File: src/rtl/quad_decoder.sv
`default_nettype none
// ============================================================================
// Module  : quad_decoder
// Brief   : Synchronizes and debounces raw encoder A/B pins, decodes quadrature
//           direction and emits one-cycle cw/ccw step pulses and an err flag.
// Revision: 1.0 - initial release
// ============================================================================
module quad_decoder #(
    parameter int unsigned FILT_CYCLES     = 500,
    parameter int unsigned STEPS_PER_PULSE = 1
) (
    input  logic       clk,
    input  logic       reset,
    input  logic       a,
    input  logic       b,
    output logic       cw,
    output logic       ccw,
    output logic       err,
    output logic [1:0] ab_filt
);

    localparam logic [15:0]       c_CNT_MAX = 16'(FILT_CYCLES - 1);
    localparam logic signed [3:0] c_STEPS   = 4'(STEPS_PER_PULSE);

    typedef enum logic [0:0] {
        S_INIT  = 1'b0,
        S_TRACK = 1'b1
    } state_t;

    state_t             state_q, state_d;
    logic [1:0]         sync1_q, sync2_q;
    logic [1:0]         cand_q;
    logic [15:0]        cnt_q;
    logic [1:0]         ab_filt_q;
    logic [1:0]         old_q;
    logic               evt_q;
    logic signed [3:0]  acc_q, acc_d;
    logic signed [3:0]  w_acc_step;
    logic               cw_q, cw_d;
    logic               ccw_q, ccw_d;
    logic               err_q, err_d;
    logic               w_accept;

    // Next phase value when rotating clockwise (A leads B).
    function automatic logic [1:0] cw_next(input logic [1:0] v);
        logic [1:0] r;
        case (v)
            2'b00:   r = 2'b10;
            2'b10:   r = 2'b11;
            2'b11:   r = 2'b01;
            default: r = 2'b00;
        endcase
        return r;
    endfunction

    // INIT accepts the first stable value even if it matches the reset value.
    assign w_accept = (cnt_q == c_CNT_MAX) && (sync2_q == cand_q) &&
                      ((state_q == S_INIT) || (cand_q != ab_filt_q));

    always_ff @(posedge clk) begin
        if (reset) begin
            sync1_q   <= 2'b11;
            sync2_q   <= 2'b11;
            cand_q    <= 2'b11;
            cnt_q     <= '0;
            ab_filt_q <= 2'b11;
            old_q     <= 2'b11;
            evt_q     <= 1'b0;
        end else begin
            sync1_q <= {a, b};
            sync2_q <= sync1_q;
            if (sync2_q != cand_q) begin
                cand_q <= sync2_q;
                cnt_q  <= '0;
            end else if (cnt_q != c_CNT_MAX) begin
                cnt_q <= cnt_q + 16'd1;
            end
            evt_q <= 1'b0;
            if (w_accept) begin
                ab_filt_q <= cand_q;
                old_q     <= ab_filt_q;
                evt_q     <= (state_q == S_TRACK);
            end
        end
    end

    always_ff @(posedge clk) begin
        if (reset) begin
            state_q <= S_INIT;
            acc_q   <= '0;
            cw_q    <= 1'b0;
            ccw_q   <= 1'b0;
            err_q   <= 1'b0;
        end else begin
            state_q <= state_d;
            acc_q   <= acc_d;
            cw_q    <= cw_d;
            ccw_q   <= ccw_d;
            err_q   <= err_d;
        end
    end

    always_comb begin
        state_d    = state_q;
        acc_d      = acc_q;
        w_acc_step = acc_q;
        cw_d       = 1'b0;
        ccw_d      = 1'b0;
        err_d      = 1'b0;
        case (state_q)
            S_INIT: begin
                if (w_accept) begin
                    state_d = S_TRACK;
                end
            end
            default: begin
                if (evt_q) begin
                    // A reversal restarts the count from the new direction.
                    if (ab_filt_q == cw_next(old_q)) begin
                        w_acc_step = (acc_q < 4'sd0) ? 4'sd1 : acc_q + 4'sd1;
                        if (w_acc_step == c_STEPS) begin
                            cw_d  = 1'b1;
                            acc_d = '0;
                        end else begin
                            acc_d = w_acc_step;
                        end
                    end else if (old_q == cw_next(ab_filt_q)) begin
                        w_acc_step = (acc_q > 4'sd0) ? -4'sd1 : acc_q - 4'sd1;
                        if (w_acc_step == -c_STEPS) begin
                            ccw_d = 1'b1;
                            acc_d = '0;
                        end else begin
                            acc_d = w_acc_step;
                        end
                    end else begin
                        err_d = 1'b1;
                        acc_d = '0;
                    end
                end
            end
        endcase
    end

    assign cw      = cw_q;
    assign ccw     = ccw_q;
    assign err     = err_q;
    assign ab_filt = ab_filt_q;

endmodule
`default_nettype wire

File: config.mk
export PLATFORM = sky130hd
export DESIGN_NAME = quad_decoder
export DESIGN_NICKNAME = d
export VERILOG_FILES = /design/src/rtl/quad_decoder.sv
export SDC_FILE = /design/constraint.sdc
export NUM_CORES = 1
export LEC_CHECK = 0
export CAP_MARGIN = 20
export CELL_PAD_IN_SITES_DETAIL_PLACEMENT = 0
export CELL_PAD_IN_SITES_GLOBAL_PLACEMENT = 1
export CORE_ASPECT_RATIO = 0.7
export CORE_UTILIZATION = 49
export DETAILED_ROUTE_END_ITERATION = 10
export GPL_ROUTABILITY_DRIVEN = 0
export PLACE_DENSITY_LB_ADDON = 0.25
export SLEW_MARGIN = 20
export SYNTH_ARGS = -nofsm -noshare
export SYNTH_HDL_FRONTEND = slang
export SYNTH_SLANG_ARGS = --single-unit
File: constraint.sdc
create_clock -name clk -period 5.9 [get_ports clk]
set_clock_uncertainty 0.2 [all_clocks]
set_input_delay 0.59 -clock clk [delete_from_list [all_inputs] [get_ports clk]]
set_output_delay 0.59 -clock clk [all_outputs]
set_load 0.1 [all_outputs]
Word-level counts from Yosys, hierarchy flattened
Index checks and enable logic that the tools add are counted.
{"block": "totals", "ff_bits": 35, "input_bits": 4, "elab_cells": 64, "output_inout_bits": 5}
{"block": "classes", "n_eq_ne": 13, "n_addsub": 3, "n_mux": 18, "bitwise": 5, "reduce_logical": 11, "magnitude_cmp": 2}
{"cell": "$mux W4", "count": 6}
{"cell": "$add A16 B1 Y16 const B", "count": 1}
{"cell": "$eq A16 B9 Y1 const B", "count": 1}
{"cell": "$ne A16 B9 Y1 const B", "count": 1}
{"cell": "$pmux W2 S3", "count": 2}
{"cell": "$mux W2", "count": 5}
{"cell": "$eq A2 B2 Y1 const B", "count": 4}
{"cell": "$reduce_or A4 Y1", "count": 2}
{"cell": "$eq A2 B2 Y1", "count": 3}
{"cell": "$mux W1", "count": 5}
{"cell": "$not A1 Y1", "count": 5}
{"cell": "$reduce_or A5 Y1", "count": 1}
{"cell": "$add A4 B2 Y4 const B", "count": 1}
{"cell": "$eq A4 B1 Y1 const B", "count": 1}
{"cell": "$eq A4 B2 Y1 const B", "count": 1}
{"cell": "$gt A4 B1 Y1 const B", "count": 1}
{"cell": "$logic_not A2 Y1", "count": 2}
{"cell": "$lt A4 B1 Y1 const B", "count": 1}
{"cell": "$ne A2 B2 Y1", "count": 2}
{"cell": "$reduce_or A2 Y1", "count": 2}
{"cell": "$sub A4 B2 Y4 const B", "count": 1}
{"cell": "$logic_and A1 B1 Y1", "count": 2}
{"cell": "$reduce_and A2 Y1", "count": 1}
{"cell": "$logic_or A1 B1 Y1", "count": 1}

Depth between registers and ports, before layout
Gate-level depths: netlist of the first run.
{"block": "depth", "ltp_word": 11, "ltp_mapped": 6, "mapped_depth_nobuf": 6}

Worst setup path before layout of the first run
OpenSTA, ideal clock, no wires.
{"block": "synth_path", "kind": "reg2reg", "start": "register ab_filt_q[0] (netlist: ab_filt[0])", "end": "register acc_q[3]", "required_time_ns": 5.605, "t_arrival_ns": 1.950, "setup_ns": 0.095, "path_stages_with_launch": 6, "slack_ns": 3.654, "synth_period_minus_slack_ns": 2.246, "path_buffers": 1, "path_cell_list": "dfxtp_1 -> xor2_1 -> and2_1 -> clkbuf_1 -> o211ai_1 -> a221oi_1"}
{"block": "synth_via", "elab_chain_len": 8}
{"item": "from (decl)", "line": "34", "source": "logic [1:0] ab_filt_q;"}
{"item": "from (signal assigned)", "line": "80", "source": "ab_filt_q <= cand_q;"}
{"item": "$eq A2 B2 Y1 / $logic_not A2 Y1 (equally long branches)", "line": "47", "source": "case (v)"}
{"item": "$pmux W2 S3", "line": "47"}
{"item": "$mux W2", "line": "119", "source": "if (ab_filt_q == cw_next(old_q)) begin"}
{"item": "$mux W2", "line": "117", "source": "if (evt_q) begin"}
{"item": "$mux W2", "line": "110", "source": "case (state_q)"}
{"item": "$eq A2 B2 Y1", "line": "127", "source": "end else if (old_q == cw_next(ab_filt_q)) begin"}
{"item": "$mux W4", "line": "127"}
{"item": "$mux W4 *", "line": "119"}
{"item": "to (signal assigned)", "line": "90", "source": "acc_q <= '0;"}
{"item": "to (signal assigned)", "line": "96", "source": "acc_q <= acc_d;"}
{"item": "to (decl)", "line": "37", "source": "logic signed [3:0] acc_q, acc_d;"}
Mark *: on every way between the ends. The rest lies on a longest branch, timed or not. The select of a mux whose other input is x is not followed.
A chain may end at the register's enable or synchronous reset.

Worst setup path in the final report of the first run
{"block": "layout_path", "start": "register ab_filt_q[0] (netlist: ab_filt[0])", "end": "output port ab_filt[0]"}
{"item": "to (decl)", "line": "19", "source": "output logic [1:0] ab_filt"}
No word-level cell between the ends.

==> summary.txt, run 1 <==
Run status
  – Status: finished, final reports clean

Setup path
  – CP cell instances: clkdlybuf4s50_1
  – CP max stage cell: clkdlybuf4s50_1
  – Max FO, Critical Path: 7
  – Worst r2r src: acc_q[0]$_SDFFE_PP0P_
  – FF-to-FF setup slack: 3.73 ns
  – Buf+Inv Stages, Crit Path: 1
  – Kind of critical path: reg2out
  – Critical path startpoint: ab_filt[0]$_SDFFE_PP1P_
  – Crit Reg-Reg Endpoint: acc_q[0]$_SDFFE_PP0P_
  – Cell count of the worst reg-to-reg path: 6
  – Crit start category: flip-flop
  – Crit-path leading delay family: buffers and inverters
  – CP endpoint kind: output port
  – Crit-path max cell delay: 1.19 ns
  – CP required: 5.11 ns
  – Worst path arrival time: 1.95 ns

Finish
  – Antenna diodes: 0
  – Fill cells: 307
  – Post-route cell area: 1960 um^2
  – Nets@finish: 212
  – Non-filler cells in the finished layout: 253
  – Fraction of layout cells with a size suffix above 1: 9.71%
  – Area Overhead vs Synth: 12.2%

Run
  – Max Cap Violations: 0

Timing
  – Final period utilization: 46.5%
  – FMAX: 365 MHz
  – Max Transition Viols Final: 0
  – Final hold vios: 0
  – Fin worst setup slack: 3.16 ns
  – RSZ-0062 raised after global routing: false
  – Worst hold margin: 0.214 ns
  – Relative slew margins: 35.6%
  – # setup viols final: 0
  – Final TNS setup: 0 ns
  – Worst slew pin tran: 0.964 ns
  – Fin crit period: 2.74 ns

CTS
  – Root buf cell: clkbuf_8
  – CTS tree: done
  – Clk pin slew, worst setup/hold paths: 0.07 ns
  – Post-CTS sizing: 0
  – Post-CTS setup buffers: 0
  – H-tree depth: 2
  – Num CTS Buffers: 5
  – Clock latency at the later pin of the worst-skew pair: 0.29 ns
  – Sink Count: 35
  – CTS max path bufs: 2
  – Cts hold-fix bufs: 0

Logic synthesis
  – Compound-cell area share of the yosys netlist: 14.7%
  – Top cells by area, synth: dfxtp_1 40%, xnor2_1 6.0%, nor2_1 4.5%, nand4_1 3.6%, xor2_1 3.5%
  – Post-synthesis mux area share: 0.572%
  – Synth Cell Area: 1750 um^2
  – Ys async rst share: 0%
  – Seq/Total Area, Yosys: 40.0%
  – Leading area contributor after synthesis: dfxtp_1
  – Ys Warns: 0
  – Top-area cell type share of the netlist area: 40.0%
  – Number of flops mapped to enable cells by yosys: 0
  – Synth cell types: 47
  – Commonest cells in the netlist: 35 x dfxtp_1, 21 x nor2_1, 12 x inv_1, 12 x nand2_1, 12 x xnor2_1
  – Post-Synthesis Cells: 196
  – Post-synthesis xor/xnor area fraction: 9.51%
  – Top-count cell post-synth: dfxtp_1
  – #FFs+latches synth: 35
  – Mapped Nets: 203
  – Post-Synth Adder-Cell Area: 2.14%
  – Main synth FF type: dfxtp_1
  – Synth Area in Simple Gates: 29.0%
  – Syn Area/Cell: 8.93 um^2
  – Largest family of logic cells by synthesized area: simple AND/OR/NAND/NOR gates

Placed design
  – DP Area: 1860 um^2
  – DP Cell Count: 245
  – Placement Setup Slack: 3.23 ns
  – Post-DP HPWL: 2.60 mm
  – Input/output buffers: 8

Floorplan
  – # IOs: 9
  – CORE AREA: 3280 um^2
  – Die Width: 73.4 um
  – Die height: 52.0 um
  – Initial Utilization: 53.4%
  – Die area: 3820 um^2
  – FP Rows: 17

Route
  – DRT Pass-1 Iters: 4
  – Vias: 1,438
  – Drt wl/cell: 14.4 um
  – Detailed-route vias per instance: 5.68
  – DRC: 0
  – DRT Wirelength: 3.63 mm
  – Antenna-violating nets left: 0
  – Initial DRC Count: 84

Hold path
  – Hold Path Class: reg2reg
  – Hold Path End: sync2_q[1]$_SDFF_PP1_
  – Min-Delay Startpoint: sync1_q[1]$_SDFF_PP1_
  – Hold Path Stages: 1

Power and ir drop
  – Worst VDD drop: 0.000141 V
  – Static Leak: 0.685 nW
  – Power per standard cell area: 226 nW/um^2

Global routing
  – First-pass GRT wire length: 6.31 mm
  – Largest net degree at the start of global routing: 17
  – Gr usage total: 22.7%
  – GR Overflow Total: 0
  – Met1 global-route usage: 32.0%
  – Met3 track demand over resource: 5.23%
  – GRT Max-Usage Layer: met2
  – Initial antenna violation count: 0
  – Global routing usage on met2: 32.6%
  – Vias in the first global route: 1,333
how the worst max path moves through the flow:
stage / end / slack [ns] / depth (start not counted)
after floorplan: acc_q[3]$_SDFFE_PP0P_ / 3.65 / 5
after global placement: cnt_q[15]$_SDFFE_PP0P_ / 3.31 / 5
after detailed placement: cnt_q[15]$_SDFFE_PP0P_ / 3.23 / 5
final: ab_filt[0] / 3.16 / 1
after CTS: ab_filt[0] / 3.15 / 1
after global routing: ab_filt[0] / 3.09 / 1
kinds of logic (layout without fill, tap and decap cells):
kind of cell,count (synthesis),count (layout)
muxes,1,1
buffers and inverters,18,28
DFF,35,35
xor gates and xnor gates,19,19
adders and majority gates,3,3
and+or+nand+nor,83,83
AOI/OAI and AO/OA,37,37
routing by layer:
metal | wire length [um] | vias up
met5 | 0 | -
met4 | 55 | 0
met3 | 180 | 7
met2 | 1490 | 33
met1 | 1910 | 675
li1 | - | 723
registers in the layout (all words and copies together), names as in the netlist, 2 cells and up:
name     flops
cnt_q       16
sync1_q      2
sync2_q      2
acc_q        4
old_q        2
cand_q       2
ab_filt      2
report_power, final:
part	leakage [nW]	total [mW]	switching (mW)	internal (mW)
logic	0.354	0.0168	0.0101	0.00664
registers	0.284	0.242	0.00293	0.239
clock network	0.0474	0.185	0.0900	0.0952
metrics by stage:
| stage | total power [mW] | utilization [%] |
|---|---|---|
| global placement | 0.263 | 56.9 |
| detailed placement | 0.264 | 56.9 |
| floorplan | 0.259 | - |
| finish | 0.444 | 59.9 |
| global route | 0.461 | 59.9 |
| CTS | 0.448 | 59.9 |
layout make-up:
cell class              instances  area, um^2  area share (%)
clock buffers                   6        82.6            4.21
clock inverters                 2        16.3           0.829
inverters                      12        45.0            2.29
multi-input cells             143         980            49.9
flip-flops and latches         35         701            35.7
well taps                      47        58.8            3.00
repair buffers                  8        80.1            4.08
placed cells by master (no fill, tap or decap), types with 2 or more instances in the layout:
cell and instances:
xnor2_1 12, and3_1 2, a21oi_1 10, nand4_1 10
xor2_1 7, and4_1 3, dfxtp_1 35, inv_1 12
ha_1 3, or2_2 5, a211oi_1 2, nor3_1 5
a221oi_1 3, a41oi_1 2, nor2b_1 2, nand3_1 5
a31oi_1 2, or2_1 2, o21ai_0 3, a31o_1 3
nor2_1 21, nor4_1 3, nand2_1 12, clkbuf_8 6
and2_1 2, o21ai_1 4, clkdlybuf4s50_1 8
Note: power is estimated with default switching activity, not from simulation.
==> inputs of run 2 (changes only) <==
- CORE_UTILIZATION: 49 -> 45
- clock period: 5.9 -> 2.7 ns (I/O delays scaled with it)
==> summary.txt, run 2 (synthesis gave the netlist of run 1 again) <==
CTS
  – H-tree depth: 2
  – Clock latency at the later pin of the worst-skew pair: 0.29 ns
  – Sink Count: 35
  – CTS max path bufs: 2
  – Clk pin slew, worst setup/hold paths: 0.07 ns
  – CTS tree: done
  – Cts hold-fix bufs: 0
  – Post-CTS sizing: 0
  – Num CTS Buffers: 5
  – Post-CTS setup buffers: 0
  – Root buf cell: clkbuf_8

Route
  – Drt wl/cell: 13.7 um
  – DRC: 0
  – Initial DRC Count: 127
  – DRT Pass-1 Iters: 5
  – Vias: 1,444
  – Antenna-violating nets left: 0
  – Detailed-route vias per instance: 5.60
  – DRT Wirelength: 3.55 mm

Timing
  – Max Transition Viols Final: 0
  – Relative slew margins: 67.3%
  – Final TNS setup: 0 ns
  – Fin crit period: 2.19 ns
  – Worst hold margin: 0.215 ns
  – Worst slew pin tran: 0.486 ns
  – Final hold vios: 0
  – Final period utilization: 81.1%
  – Fin worst setup slack: 0.511 ns
  – RSZ-0062 raised after global routing: false
  – # setup viols final: 0
  – FMAX: 457 MHz

Hold path
  – Min-Delay Startpoint: sync1_q[0]$_SDFF_PP1_
  – Hold Path Stages: 1
  – Hold Path Class: reg2reg
  – Hold Path End: sync2_q[0]$_SDFF_PP1_

Setup path
  – Crit Reg-Reg Endpoint: acc_q[3]$_SDFFE_PP0P_
  – Cell count of the worst reg-to-reg path: 6
  – Worst path arrival time: 2.18 ns
  – FF-to-FF setup slack: 0.51 ns
  – Worst r2r src: acc_q[0]$_SDFFE_PP0P_
  – CP max stage cell: dfxtp_1
  – Crit start category: flip-flop
  – CP cell instances: inv_1, ha_1, and4b_1, o311ai_2, o211ai_1, a221oi_1
  – CP endpoint kind: flip-flop
  – Crit-path max cell delay: 0.40 ns
  – Max FO, Critical Path: 9
  – Kind of critical path: reg2reg
  – CP required: 2.70 ns

Power and ir drop
  – Clk pwr share: 43.0%
  – Seq pwr share: 53.1%
  – Static Leak: 0.704 nW
  – Int Power: 0.772 mW
  – Gate power share: 3.9%
  – Worst VDD drop: 0.000268 V
  – Power per standard cell area: 505 nW/um^2
  – Sw frac: 22.6%
  – Sw Pwr: 0.225 mW

Run status
  – Status: finished, final reports clean

Placed design
  – Placement Setup Slack: 0.571 ns
  – Post-DP HPWL: 2.53 mm
  – Input/output buffers: 8

Global routing
  – Initial antenna violation count: 0
  – First-pass GRT wire length: 6.20 mm
  – Vias in the first global route: 1,332
  – Largest net degree at the start of global routing: 16
  – Gr usage total: 20.1%
  – GR Overflow Total: 0

Floorplan
  – FP Rows: 18
  – # IOs: 9
  – Initial Utilization: 48.3%
  – Die Width: 76.5 um
  – CORE AREA: 3630 um^2
  – Die area: 4150 um^2
  – Die height: 54.2 um

Finish
  – Fraction of layout cells with a size suffix above 1: 13.0%
  – Regs by FF count: cnt_q (16), acc_q (4)
  – Most common cell after layout, fill and taps aside: dfxtp_1
  – Nets@finish: 214
  – Number of flip-flops under the largest register name: 16
  – Reg with most FFs: cnt_q
  – Most frequent cells in the layout: 35 x dfxtp_1, 21 x nor2_1, 12 x inv_1, 12 x xnor2_1, 12 x nand2_1
  – Area Overhead vs Synth: 12.8%
  – Antenna diodes: 0

Run
  – Max Cap Violations: 0
-- run 2: area by class of cell --
type	instances	area [um^2]
Inverter	12	45.0
Multi-Input combinational cell	143	980
Clock inverter	1	7.51
Clock buffer	7	96.3
Fill cell	351	1650
Sequential cell	35	701
Tap cell	50	62.6
Timing Repair Buffer	10	82.6
-- run 2: worst max-delay path by stage --
| stage | endpoint | from | slack [ns] | cells after the start |
|---|---|---|---|---|
| final | acc_q[3]$_SDFFE_PP0P_ | acc_q[0]$_SDFFE_PP0P_ | 0.51 | 6 |
| after global routing | acc_q[3]$_SDFFE_PP0P_ | acc_q[0]$_SDFFE_PP0P_ | 0.33 | 6 |
| after CTS | acc_q[3]$_SDFFE_PP0P_ | acc_q[0]$_SDFFE_PP0P_ | 0.52 | 6 |
| after detailed placement | acc_q[3]$_SDFFE_PP0P_ | acc_q[0]$_SDFFE_PP0P_ | 0.57 | 6 |
| after global placement | old_q[0]$_SDFFE_PP1P_ | cnt_q[0]$_SDFFE_PP0P_ | 0.65 | 5 |
| after floorplan | acc_q[3]$_SDFFE_PP0P_ | ab_filt[0]$_SDFFE_PP1P_ | 0.45 | 5 |
-- run 2: critical path: cells and delay by family, from the launching register on --
kind	cells	cell delay (ns)
AO/OA/AOI/OAI	3	0.80
flip-flops	1	0.40
adder cells (fa/ha/maj)	1	0.29
AND/OR/NAND/NOR	1	0.21
buffers and inverters	1	0.18
-- run 2: layer usage --
layer / GRT usage [%] / up-vias / share of wire [%]
li1: - / 730 / -
met1: 26.9 / 662 / 52
met2: 28.2 / 46 / 40
met3: 6.95 / 6 / 6.4
met4: 11.5 / 0 / 1.7
met5: 0 / - / 0
-- run 2: power by group through the flow --
stage / Sequential, mW / Clock [mW] / Combinational, mW
5_1_grt: 0.530 / 0.458 / 0.0425
3_3_place_gp: 0.541 / 0 / 0.0377
3_5_place_dp: 0.541 / 0 / 0.0385
2_1_floorplan: 0.539 / 0 / 0.0256
4_1_cts: 0.529 / 0.441 / 0.0385
6_report: 0.529 / 0.429 / 0.0386
-- run 2: stage by stage --
step	util, %	instances	power (mW)	instance area, um^2
finish	54.5	258	0.997	1970
global route	54.5	258	1.03	1970
CTS	54.5	258	1.01	1970
detailed placement	51.6	250	0.579	1870
global placement	51.6	250	0.578	1870
floorplan	-	196	0.565	1750
